--- src/rtl/mdm_uart_loopback_fifo_if.sv ---
// rtl/mdm_uart_loopback_fifo_if.sv - byte stream handshake bundle for the loopback core
interface mdm_uart_loopback_fifo_if #(
    parameter int DATA_WIDTH = 8
);
    logic [DATA_WIDTH-1:0] tdata;
    logic                  tvalid;
    logic                  tready;

    modport master (output tdata, output tvalid, input tready);
    modport slave  (input tdata, input tvalid, output tready);
endinterface

--- src/rtl/mdm_uart_loopback_fifo.sv ---
// rtl/mdm_uart_loopback_fifo.sv - buffered mode-selectable RX->TX loopback with stats and activity LED
module mdm_uart_loopback_fifo #(
    parameter int                  DATA_WIDTH   = 8,
    parameter int                  FIFO_DEPTH   = 16,
    parameter logic [DATA_WIDTH-1:0] FLUSH_CHAR = 8'h0D,
    parameter int                  DROP_ON_FULL = 1,
    parameter int                  CNT_WIDTH    = 16,
    parameter int                  LED_HOLD     = 5000000
) (
    input  logic                          clk,
    input  logic                          rst,
    mdm_uart_loopback_fifo_if.slave       s_axis,
    mdm_uart_loopback_fifo_if.master      m_axis,
    input  logic [1:0]                    mode,
    input  logic                          clr_stats,
    output logic [CNT_WIDTH-1:0]          rx_count,
    output logic [CNT_WIDTH-1:0]          tx_count,
    output logic [CNT_WIDTH-1:0]          drop_count,
    output logic                          overflow,
    output logic [$clog2(FIFO_DEPTH):0]   fifo_level,
    output logic                          led
);
    localparam int AW = $clog2(FIFO_DEPTH);
    localparam int TW = $clog2(LED_HOLD + 1);
    localparam logic [1:0] MODE_CASE = 2'd1;
    localparam logic [1:0] MODE_LINE = 2'd2;
    localparam logic [1:0] MODE_SINK = 2'd3;

    logic [DATA_WIDTH-1:0] mem [FIFO_DEPTH];
    logic [AW:0]           wr_ptr, rd_ptr, eol_cnt;
    logic                  hold;
    logic [TW-1:0]         led_timer;
    logic                  full, empty, gate, push, pop, store, drop, eol_inc, eol_dec;
    logic [DATA_WIDTH-1:0] wdata;

    function automatic logic [DATA_WIDTH-1:0] xform(input logic [DATA_WIDTH-1:0] d,
                                                    input logic [1:0] m);
        logic is_alpha;
        is_alpha = (d >= DATA_WIDTH'('h41) && d <= DATA_WIDTH'('h5A)) ||
                   (d >= DATA_WIDTH'('h61) && d <= DATA_WIDTH'('h7A));
        return (m == MODE_CASE && is_alpha) ? (d ^ DATA_WIDTH'('h20)) : d;
    endfunction

    assign full  = (wr_ptr[AW] != rd_ptr[AW]) && (wr_ptr[AW-1:0] == rd_ptr[AW-1:0]);
    assign empty = (wr_ptr == rd_ptr);
    assign fifo_level = wr_ptr - rd_ptr;

    assign s_axis.tready = (DROP_ON_FULL != 0) ? 1'b1 : !full;
    // A full FIFO always releases, otherwise a line longer than the FIFO would deadlock.
    assign gate  = (mode != MODE_LINE) || (eol_cnt != '0) || full;
    assign m_axis.tvalid = !empty && (gate || hold);
    assign m_axis.tdata  = mem[rd_ptr[AW-1:0]];

    assign push  = s_axis.tvalid && s_axis.tready;
    assign pop   = m_axis.tvalid && m_axis.tready;
    assign wdata = xform(s_axis.tdata, mode);
    assign store = push && (mode != MODE_SINK) && (!full || pop);
    assign drop  = push && (mode != MODE_SINK) && full && !pop;
    assign eol_inc = store && (wdata == FLUSH_CHAR);
    assign eol_dec = pop && (m_axis.tdata == FLUSH_CHAR);
    assign led   = (led_timer != '0);

    always_ff @(posedge clk) begin
        if (store) mem[wr_ptr[AW-1:0]] <= wdata;
    end

    always_ff @(posedge clk or posedge rst) begin
        if (rst) begin
            wr_ptr    <= '0;
            rd_ptr    <= '0;
            eol_cnt   <= '0;
            hold      <= 1'b0;
            led_timer <= '0;
        end else begin
            if (store) wr_ptr <= wr_ptr + (AW+1)'(1);
            if (pop)   rd_ptr <= rd_ptr + (AW+1)'(1);
            if (eol_inc && !eol_dec)      eol_cnt <= eol_cnt + (AW+1)'(1);
            else if (eol_dec && !eol_inc) eol_cnt <= eol_cnt - (AW+1)'(1);
            // Keeps a presented byte on the bus across mode changes until taken.
            if (pop)                                hold <= 1'b0;
            else if (m_axis.tvalid && !m_axis.tready) hold <= 1'b1;
            if (push || pop)          led_timer <= TW'(LED_HOLD);
            else if (led_timer != '0) led_timer <= led_timer - TW'(1);
        end
    end

    always_ff @(posedge clk or posedge rst) begin
        if (rst) begin
            rx_count   <= '0;
            tx_count   <= '0;
            drop_count <= '0;
            overflow   <= 1'b0;
        end else if (clr_stats) begin
            rx_count   <= '0;
            tx_count   <= '0;
            drop_count <= '0;
            overflow   <= 1'b0;
        end else begin
            if (push && rx_count != '1)   rx_count   <= rx_count + CNT_WIDTH'(1);
            if (pop && tx_count != '1)    tx_count   <= tx_count + CNT_WIDTH'(1);
            if (drop && drop_count != '1) drop_count <= drop_count + CNT_WIDTH'(1);
            if (drop)                     overflow   <= 1'b1;
        end
    end
endmodule

--- src/flat_wrapper.sv ---
// flat-port wrapper written by rule: the top's interface ports become plain ports
module mdm_uart_loopback_fifo_flat 
#(
    parameter int                  DATA_WIDTH   = 8,
    parameter int                  FIFO_DEPTH   = 16,
    parameter logic [DATA_WIDTH-1:0] FLUSH_CHAR = 8'h0D,
    parameter int                  DROP_ON_FULL = 1,
    parameter int                  CNT_WIDTH    = 16,
    parameter int                  LED_HOLD     = 5000000
)
  (clk, rst, mode, clr_stats, rx_count, tx_count, drop_count, overflow, fifo_level, led, s_axis_tdata, s_axis_tvalid, s_axis_tready, m_axis_tdata, m_axis_tvalid, m_axis_tready);
  mdm_uart_loopback_fifo_if #(.DATA_WIDTH(DATA_WIDTH)) s_axis_i ();
  mdm_uart_loopback_fifo_if #(.DATA_WIDTH(DATA_WIDTH)) m_axis_i ();
  input  logic clk;
  input  logic rst;
  input  logic [1:0] mode;
  input  logic clr_stats;
  output logic [CNT_WIDTH-1:0] rx_count;
  output logic [CNT_WIDTH-1:0] tx_count;
  output logic [CNT_WIDTH-1:0] drop_count;
  output logic overflow;
  output logic [$clog2(FIFO_DEPTH):0] fifo_level;
  output logic led;
  input wire logic [$bits(s_axis_i.tdata)-1:0] s_axis_tdata;
  input wire logic [$bits(s_axis_i.tvalid)-1:0] s_axis_tvalid;
  output wire logic [$bits(s_axis_i.tready)-1:0] s_axis_tready;
  output wire logic [$bits(m_axis_i.tdata)-1:0] m_axis_tdata;
  output wire logic [$bits(m_axis_i.tvalid)-1:0] m_axis_tvalid;
  input wire logic [$bits(m_axis_i.tready)-1:0] m_axis_tready;
  assign s_axis_i.tdata = s_axis_tdata;
  assign s_axis_i.tvalid = s_axis_tvalid;
  assign s_axis_tready = s_axis_i.tready;
  assign m_axis_tdata = m_axis_i.tdata;
  assign m_axis_tvalid = m_axis_i.tvalid;
  assign m_axis_i.tready = m_axis_tready;
  mdm_uart_loopback_fifo #(.DATA_WIDTH(DATA_WIDTH), .FIFO_DEPTH(FIFO_DEPTH), .FLUSH_CHAR(FLUSH_CHAR), .DROP_ON_FULL(DROP_ON_FULL), .CNT_WIDTH(CNT_WIDTH), .LED_HOLD(LED_HOLD)) u_core (.clk(clk), .rst(rst), .s_axis(s_axis_i), .m_axis(m_axis_i), .mode(mode), .clr_stats(clr_stats), .rx_count(rx_count), .tx_count(tx_count), .drop_count(drop_count), .overflow(overflow), .fifo_level(fifo_level), .led(led));
endmodule
--- config.mk ---
export PLATFORM = sky130hd
export DESIGN_NAME = mdm_uart_loopback_fifo_flat
export DESIGN_NICKNAME = d
export VERILOG_FILES = /design/src/rtl/mdm_uart_loopback_fifo_if.sv /design/src/rtl/mdm_uart_loopback_fifo.sv /design/src/flat_wrapper.sv
export SDC_FILE = /design/constraint.sdc
export NUM_CORES = 1
export LEC_CHECK = 0
export ABC_AREA = 1
export CAP_MARGIN = 15
export CORE_MARGIN = 8
export CORE_UTILIZATION = 30
export DETAILED_ROUTE_END_ITERATION = 16
export PLACE_DENSITY_LB_ADDON = 0.12
export SLEW_MARGIN = 20
export SYNTH_ARGS = -nofsm -noshare
export SYNTH_HDL_FRONTEND = slang
export SYNTH_SLANG_ARGS = --single-unit
--- constraint.sdc ---
create_clock -name clk -period 3.1 [get_ports clk]
set_clock_uncertainty 0.2 [all_clocks]
set_input_delay 0.93 -clock clk [delete_from_list [all_inputs] [get_ports clk]]
set_output_delay 0.93 -clock clk [all_outputs]
set_load 0.005 [all_outputs]
==> impl_metrics.tcl, run 1 <==
set metrics [dict create \
    ys_types 44 \
    utilization 0.408 \
    placedInstanceArea_sq_mm 0.0130 \
    cp.required_ns 1.97 \
    fin_ws_ns -0.178 \
    synth-main-ff-cell "edfxtp_1" \
    path_delay_family "buffers and inverters" \
    grt_max_degree 89 \
    synth_top_area_frac 0.350 \
    fin_nets 1429 \
    achievable-frequency_mhz 305 \
    start_kind "flip-flop" \
    power.share.combinational 0.458 \
    synth_edf_count 128 \
    holdBufCountCts 0 \
    yosys_warnings 0 \
    route.detailed.drc 0 \
    die_w_um 207 \
    status "finished with violations" \
    ys_async_sr_fraction 0.407 \
    dieArea_sq_mm 0.0430 \
    root_buffer "clkbuf_16" \
    crit_type "flip-flop to output port" \
    crit_arrival_ns 2.15 \
    antenna_found_initial 3 \
    synth_seq_cells 216 \
    drt_first_pass_iters 5 \
    ys_seq_area_frac 0.551 \
    worstMarginPinSlew_ns 0.541 \
    ir_drop_uv 609 \
    grt-ovfl-total 0 \
    p_switching_mw 4.33 \
    slowest_stage "dfrtp_2" \
    crit_path_max_fanout 7 \
    clkPwrFrac 0.252 \
    yosysMostFrequentCell "nand2_1" \
    cts.sinks 216 \
    wl_per_cell_um 17.1 \
    crit_chain "buf_6 -> inv_12 -> buf_12 -> buf_16 -> nand2_4 -> nand3_2 -> nand2_1 -> nor2_2 -> nor2_4 -> nor2_4 -> buf_4 -> inv_2 -> buf_2" \
    cp_num_buf_inv 7 \
    finalMaxSlewViolations 0 \
    syn_area_per_cell_sq_um 9.16 \
    vias_per_cell 4.64 \
    grt_usage 0.148 \
    powerDensity_mw_per_mm2 809 \
    slew_headroom 0.639 \
    syn-num-nets 1232 \
    hpwl_um 21100 \
    drt_wl_total_um 32100 \
    setup_violations 14 \
    drive_above_1_share 0.256 \
    setup.worst_path.end_class "output port" \
    design_area_sq_mm 0.0148 \
    htreeDepth 1 \
    ys_top_cells_by_area "edfxtp_1, dfrtp_1, nand2_1" \
    period_share 1.06 \
    numCtsBuffers 28 \
    nFillCells 3591 \
    port-buffer-count 78 \
    clock_latency_ns 0.54 \
    p_int_mw 7.67 \
    max_stage_delay_ns 0.44 \
    hold_viol 0 \
    path_clk_slew_ns 0.06 \
    die_y_um 207 \
    max_cap_violations 0 \
    rows 70 \
    n_antenna_cell 0 \
    grt_pass1_vias 8918 \
    start_util 0.302 \
    hold_class "flip-flop to flip-flop" \
    critPathMostFrequentCell "nor2_4" \
    cts_buffer_depth 3 \
    first_iter_violations 473 \
    swShare 0.361 \
    area_growth_pct 35.1 \
    synthCells 1198 \
    total_power_mw 12.0 \
    grt_pass1_wl_um 51500 \
    ys_top_cells_by_count "nand2_1, nor2_1, edfxtp_1" \
    io_pins 80 \
    tritoncts "done" \
    core_sq_mm 0.0363 \
    violations "negative setup slack" \
    rsz0062_at_grt "true" \
    finalCriticalPeriod_ns 3.28 \
    yosys.area.top_type "edfxtp_1" \
    gp_congestion 0.805 \
    drtAntennaViolNets 0 \
    dr_total_vias 8733 \
    syn-cell-area_sq_mm 0.0110 \
    p_leak_nw 6.00 \
    seqPwrFrac 0.290 \
    finalSetupTns_ns -1.81 \
]
## final timing paths
path                                                from                              to  slack [ns]  depth (start not counted)
max                         u_core.rd_ptr[0]$_DFFE_PP0P_                 m_axis_tdata[6]       -0.18                         13
max reg2reg                 u_core.rd_ptr[0]$_DFFE_PP0P_   u_core.eol_cnt[4]$_DFFE_PP0P_       -0.18                         22
max in group asynchronous                            rst  u_core.rx_count[3]$_DFFE_PP0P_        1.60                          3
min                        u_core.eol_cnt[4]$_DFFE_PP0P_   u_core.eol_cnt[4]$_DFFE_PP0P_        0.27                          1
min reg2reg                u_core.eol_cnt[4]$_DFFE_PP0P_   u_core.eol_cnt[4]$_DFFE_PP0P_        0.27                          1
min in group asynchronous                            rst  u_core.tx_count[5]$_DFFE_PP0P_        0.66                          3
## layer usage
metal  up-vias  track usage  share of wire
met1      4160        0.202           0.47
met3        45       0.0331          0.053
met4         6       0.0303          0.018
li1       4350            -              -
met5         -            0         0.0012
met2       172        0.237           0.46
## sequential cells by signal (all words and copies together) (netlist names)
register,count
u_core.mem,128
u_core.led_timer,23
u_core.drop_count,16
u_core.rx_count,16
u_core.tx_count,16
u_core.eol_cnt,5
u_core.rd_ptr,5
u_core.wr_ptr,5
u_core.hold,1
u_core.overflow,1
## layout make-up
type / instances / area [sq um] / area share
clock buffer: 40 / 766 / 0.0516
clock inverter: 10 / 81.3 / 0.00548
inverter: 116 / 462 / 0.0311
multi-input combinational: 831 / 4830 / 0.326
sequential: 216 / 6050 / 0.408
tap: 468 / 586 / 0.0395
timing repair buffer: 202 / 2060 / 0.139
## stage by stage
step / hold slack [ns] / cells / worst slack [ns]
CTS: 0.275 / 1881 / -0.229
global route: 0.282 / 1883 / -0.343
finish: 0.272 / 1883 / -0.178
detailed placement: 0.260 / 1805 / -0.805
global placement: 0.270 / 1805 / -0.780
floorplan: 0.243 / 1198 / -0.0658
## worst reg2reg max path, stage by stage, from the launching register on
cell and delay [ns]:
dfrtp_2 0.41, buf_6 0.15, inv_12 0.05, buf_12 0.13, buf_16 0.14, o21ai_2 0.12, nand2_1 0.06, nand2_1 0.07
nand2_2 0.09, nor2_4 0.13, buf_6 0.10, nand2_2 0.05, nor2_2 0.12, buf_6 0.12, nand3_4 0.07, ha_4 0.19
buf_6 0.11, fa_2 0.38, nor2_4 0.15, o21ai_2 0.07, nand2_1 0.08, nor2_2 0.04, xor2_1 0.13
## power groups by stage
stage | registers (mW) | logic [mW] | clock network (mW)
after floorplan | 3.48 | 2.07 | 0
after global placement | 3.53 | 4.05 | 0
after detailed placement | 3.53 | 4.03 | 0
after CTS | 3.48 | 5.24 | 3.11
after global routing | 3.51 | 6.01 | 3.23
final | 3.48 | 5.49 | 3.03
## placed cells by master (no fill, tap or decap), types with 9 or more instances in the layout
cell             netlist  routed
nand2_1              254     232
nor2_1               222     191
edfxtp_1             128     128
inv_1                101      92
buf_4                  5      87
dfrtp_1               88      85
clkdlybuf4s50_1        0      62
nand3_1               67      55
xor2_1                41      41
o21ai_2               13      32
clkbuf_16              0      28
nand2_2                8      27
o21ai_0               54      27
nor2_2                 5      25
nor3_1                25      24
o21ai_1               19      23
buf_6                  5      22
nand4_1               21      21
inv_2                 11      17
buf_12                 0      17
nand3_2                2      13
a21oi_1               17      13
nor3_2                11      11
nor2_4                 0      11
clkbuf_1               5      10
xnor2_1               11       9
## what timing repair did
item / in CTS / in global routing
gates resized for setup: 194 / 71
endpoints found under the setup margin: 18 / 18
gates cloned: 6 / 0
buffers inserted: 20 / 3
pin swaps: 56 / 46
## cell families after synthesis
kind of cell,share of synthesized area
flip-flops,0.551
AND/OR/NAND/NOR,0.256
XOR/XNOR,0.0415
other,0.000342
AO/OA/AOI/OAI,0.0690
buffers and inverters,0.0593
adder cells (fa/ha/maj),0.0230
No activity file was read; power rests on OpenSTA's default activity.
==> run 2: changes to the inputs <==
- CORE_ASPECT_RATIO: not set -> 0.6
- clock period: 3.1 -> 4.2 ns (I/O delays scaled with it)
==> run 2 against run 1 <==
The run now ends clean; register-to-register slack improved by 0.83 ns; sequential cell count unchanged; first-iteration DRC count increased by 35%; clock-buffer cell count decreased by 13; sequential share of layout area increased by 4.3 points.
==> impl_metrics.tcl, run 2 (synthesis results as in run 1) <==
set metrics [dict create \
    dieArea_sq_mm 0.0432 \
    final_cell_mix "nand2_1, nor2_1, edfxtp_1" \
    nFillCells 3704 \
    core_sq_mm 0.0362 \
    area_growth_pct 22.3 \
    rsz0062_at_grt "false" \
    p_switching_mw 2.69 \
    path_clk_slew_ns 0.07 \
    p_leak_nw 5.44 \
    finalMaxSlewViolations 0 \
    setup_violations 0 \
    port-buffer-count 78 \
    grt_usage 0.147 \
    root_buffer "clkbuf_16" \
    finalCriticalPeriod_ns 4.13 \
    crit_path_max_fanout 23 \
    swShare 0.367 \
    crit_type "flip-flop to output port" \
    holdWs_ns 0.285 \
    status "complete, no violations" \
    max_cap_violations 0 \
    achievable-frequency_mhz 242 \
    antenna_found_initial 0 \
    start_kind "flip-flop" \
    clkPwrFrac 0.271 \
    power.share.combinational 0.376 \
    placedInstanceArea_sq_mm 0.0127 \
    tritoncts "done" \
    crit_arrival_ns 2.67 \
    fin_nets 1365 \
    drt_wl_total_um 32400 \
    clock_latency_ns 0.53 \
    grt-ovfl-total 0 \
    grt_max_degree 37 \
    drtAntennaViolNets 0 \
    layout_commonest_cell "nand2_1" \
    gp_congestion 0.820 \
    ir_drop_uv 383 \
    largest_reg_flops 128 \
    start_util 0.303 \
    rows 54 \
    design_area_sq_mm 0.0134 \
    first_iter_violations 638 \
    cp.required_ns 2.74 \
    dr_wl_met3_um 1650 \
    route.detailed.drc 0 \
    die_w_um 263 \
    dp.cells 1779 \
    powerDensity_mw_per_mm2 546 \
    die_y_um 164 \
    utilization 0.371 \
    p_int_mw 4.64 \
    hold_class "flip-flop to flip-flop" \
    pre_cts_slack_ns -0.0312 \
    worstMarginPinSlew_ns 0.567 \
    wl_met1_um 17000 \
    routed.top_layer "met4" \
    grt_pass1_vias 8063 \
    drt_first_pass_iters 5 \
    dr_total_vias 8382 \
    drive_above_1_share 0.127 \
    hold_viol 0 \
    stdcell_count 1823 \
    cts_buffer_depth 3 \
    setup.worst_path.end_class "output port" \
    multi_input_comb_area_sq_mm 0.00428 \
    fin_ws_ns 0.0746 \
    seqCellArea_sq_mm 0.00605 \
    cts.sinks 216 \
    numCtsBuffers 23 \
    period_share 0.982 \
    wl_met2_um 13300 \
    io_pins 80 \
    hpwl_um 22800 \
    wl_per_cell_um 17.8 \
    grt_pass1_wl_um 49800 \
    seqPwrFrac 0.353 \
    n_antenna_cell 0 \
    htreeDepth 1 \
    slew_headroom 0.621 \
    vias_per_cell 4.60 \
]
-- run 2: changes by cell type in the layout (fill, tap and decap cells not counted), moves of 18 or more --
cell and delta:
buf_4 -27, o21ai_2 -18, nand2_1 +21, nand2_2 -18, nor2_2 -20, buf_6 -22, o21ai_0 +25, nor2_1 +31
-- run 2: layout make-up --
class | instances | share of cell area
flip-flops and latches | 216 | 0.451
inverters | 116 | 0.0332
well taps | 476 | 0.0444
repair buffers | 143 | 0.0996
clock inverters | 14 | 0.00895
clock buffers | 27 | 0.0440
multi-input cells | 831 | 0.319
-- run 2: metal layers --
metal,GRT usage,vias up
li1,-,4204
met1,0.228,3986
met2,0.214,162
met3,0.0251,30
met4,0.0218,0
met5,0,-
-- run 2: power by group through the flow --
stage	Sequential, mW	Combinational, mW	Clock (mW)
2_1_floorplan	2.57	1.53	0
3_3_place_gp	2.63	2.73	0
3_5_place_dp	2.63	2.72	0
4_1_cts	2.59	2.78	2.05
5_1_grt	2.61	3.05	2.13
6_report	2.59	2.75	1.99
-- run 2: path summary, 6_finish.rpt --
check                                              from                             end  slack (ns)  cells past startpoint
hold / removal             u_core.wr_ptr[4]$_DFFE_PP0P_    u_core.wr_ptr[4]$_DFFE_PP0P_        0.28                      1
hold reg to reg            u_core.wr_ptr[4]$_DFFE_PP0P_    u_core.wr_ptr[4]$_DFFE_PP0P_        0.28                      1
max in group asynchronous                           rst   u_core.eol_cnt[1]$_DFFE_PP0P_        2.25                      3
setup reg to reg           u_core.rd_ptr[0]$_DFFE_PP0P_   u_core.eol_cnt[4]$_DFFE_PP0P_        0.65                     21
setup / recovery           u_core.rd_ptr[1]$_DFFE_PP0P_                 m_axis_tdata[7]        0.07                      8
min in group asynchronous                           rst  u_core.tx_count[5]$_DFFE_PP0P_        0.89                      2
-- run 2: through the flow --
stage / setup TNS [ns] / power (mW)
CTS: 0 / 7.42
detailed placement: -0.0455 / 5.35
global route: 0 / 7.79
finish: 0 / 7.33
floorplan: 0 / 4.10
global placement: -0.00990 / 5.36
-- run 2: worst max-delay path, stage by stage (launching register included) --
cell	delay, ns
dfrtp_2	0.45
buf_4	0.34
o21ai_0	0.13
o21ai_0	0.37
nand2_1	0.09
nand2_1	0.08
inv_1	0.03
nand2_1	0.11
clkdlybuf4s50_1	0.52
-- run 2: what timing repair did --
action / in CTS / in global routing
resized for setup: 3 / 7
gates cloned: 1 / 0
hold buffers: 0 / 0
hold endpoints to repair: 0 / 0
setup buffers: 0 / 2
pin swaps: 0 / 0
setup endpoints to repair: 4 / 7
==> run 3: changes to the inputs <==
- CTS_CLUSTER_SIZE: not set -> 28
- GPL_TIMING_DRIVEN: not set -> 0
==> run 3 against run 2 <==
Fmax down 0.50%; combinational power up 2%; wire length up 2.3%; design area down 0.73%; global-route usage up 0.42 points; total power up 3.2%; critical endpoint unchanged; largest power group unchanged; highest routed layer unchanged.
==> impl_metrics.tcl, run 3 (synthesis results as in run 1) <==
set metrics [dict create \
    status "complete, no violations" \
    start_util 0.303 \
    design_area_sq_mm 0.0133 \
    numCtsBuffers 24 \
    hold_viol 0 \
    p_leak_nw 5.36 \
    multi_input_comb_area_sq_mm 0.00431 \
    ir_drop_uv 330 \
    area_growth_pct 21.4 \
    crit_arrival_ns 2.69 \
    slowest_stage "clkdlybuf4s50_1" \
    max_cap_violations 0 \
    seqCellArea_sq_mm 0.00605 \
    grt_max_degree 57 \
    placedInstanceArea_sq_mm 0.0124 \
    setup.worst_path.end_class "output port" \
    cts_buffer_depth 3 \
    cp.required_ns 2.74 \
    cts.sinks 216 \
    gp_congestion 0.865 \
    route.detailed.drc 0 \
    die_y_um 164 \
    drive_above_1_share 0.118 \
    drtAntennaViolNets 0 \
    hpwl_um 23800 \
    wl_per_cell_um 18.4 \
    slew_headroom 0.265 \
    dp.cells 1754 \
    crit_chain "buf_4 -> buf_6 -> buf_8 -> o21ai_0 -> o211ai_1 -> nand3_1 -> nand2_1 -> clkdlybuf4s50_1" \
    fin_nets 1341 \
    path_clk_slew_ns 0.06 \
    dieArea_sq_mm 0.0432 \
    cp_num_buf_inv 4 \
    grt-ovfl-total 0 \
    layout_commonest_cell "nand2_1" \
    max_stage_delay_ns 0.51 \
    rsz0062_at_grt "false" \
    stdcell_count 1801 \
    die_w_um 263 \
    core_sq_mm 0.0362 \
    port-buffer-count 78 \
    drt_first_pass_iters 7 \
    grt_usage 0.151 \
    achievable-frequency_mhz 241 \
    htreeDepth 1 \
    grt_pass1_wl_um 50600 \
    nFillCells 3726 \
    final_cell_mix "nand2_1, nor2_1, edfxtp_1" \
    root_buffer "clkbuf_16" \
    drt_wl_total_um 33100 \
    rows 54 \
    hold_class "flip-flop to flip-flop" \
    tritoncts "done" \
    first_iter_violations 734 \
    vias_per_cell 4.70 \
    worstMarginPinSlew_ns 1.10 \
    antenna_found_initial 0 \
    path_delay_family "buffers and inverters" \
    n_antenna_cell 0 \
    clock_latency_ns 0.53 \
    setup_violations 0 \
    dr_total_vias 8468 \
    grt_pass1_vias 7964 \
    crit_type "flip-flop to output port" \
    largest_reg_flops 128 \
    io_pins 80 \
    finalCriticalPeriod_ns 4.15 \
    finalMaxSlewViolations 0 \
    crit_path_max_fanout 10 \
    start_kind "flip-flop" \
    period_share 0.987 \
    holdBufCountCts 0 \
    powerDensity_mw_per_mm2 568 \
]
run 3: cell count changes in the layout (fill, tap and decap cells not counted), sizes merged:
cell,change
clkinv,-1
clkdlybuf4s50,-7
dlymetal6s2s,+1
buf,-33
bufinv,+1
bufbuf,-1
clkdlybuf4s15,+4
dlygate4sd2,+1
clkbuf,+14
clkinvlp,-1
run 3: path summary, 6_finish.rpt:
check	endpoint	depth (start not counted)	start	slack (ns)
max in group asynchronous	u_core.drop_count[4]$_DFFE_PP0P_	3	rst	2.29
setup / recovery	m_axis_tdata[7]	8	u_core.rd_ptr[0]$_DFFE_PP0P_	0.05
min in group asynchronous	u_core.tx_count[7]$_DFFE_PP0P_	2	rst	0.90
hold / removal	u_core.eol_cnt[4]$_DFFE_PP0P_	1	u_core.eol_cnt[4]$_DFFE_PP0P_	0.27
setup reg to reg	u_core.eol_cnt[4]$_DFFE_PP0P_	19	u_core.rd_ptr[1]$_DFFE_PP0P_	0.62
hold reg to reg	u_core.eol_cnt[4]$_DFFE_PP0P_	1	u_core.eol_cnt[4]$_DFFE_PP0P_	0.27
run 3: stage by stage:
stage               utilization  setup WS (ns)  total power [mW]  hold slack (ns)  TNS, ns
floorplan                     -          0.460              4.10            0.243        0
global placement          0.341          -1.96              5.32            0.264  -145.10
detailed placement        0.342          -1.05              5.32            0.270    -3.72
CTS                       0.366        -0.0212              7.58            0.280  -0.0212
global route              0.368       0.000968              8.00            0.289        0
finish                    0.368         0.0538              7.57            0.272        0
run 3: timing repair:
action                     CTS  global route
buffers inserted             1             2
setup endpoints to repair   15             9
gates resized for setup     34            23
gates cloned                 0             0
pin swaps                    4             4
run 3: cell type report:
type	instances	area share
Timing Repair Buffer	83	0.0625
Clock inverter	13	0.0102
Inverter	116	0.0334
Multi-Input combinational cell	831	0.323
Sequential cell	216	0.454
Buffer	35	0.0209
Tap cell	476	0.0447
Clock buffer	31	0.0509
run 3: power by group:
part | switching, mW | internal (mW)
Clock | 0.878 | 1.32
Combinational | 1.79 | 1.01
Sequential | 0.125 | 2.45
Total | 2.79 | 4.78
run 3: routing by layer:
metal / vias up / GRT usage / wire, um
li1: 4159 / - / -
met1: 4064 / 0.246 / 17800
met2: 214 / 0.204 / 13000
met3: 31 / 0.0242 / 1890
met4: 0 / 0.0261 / 452
met5: - / 0 / 0
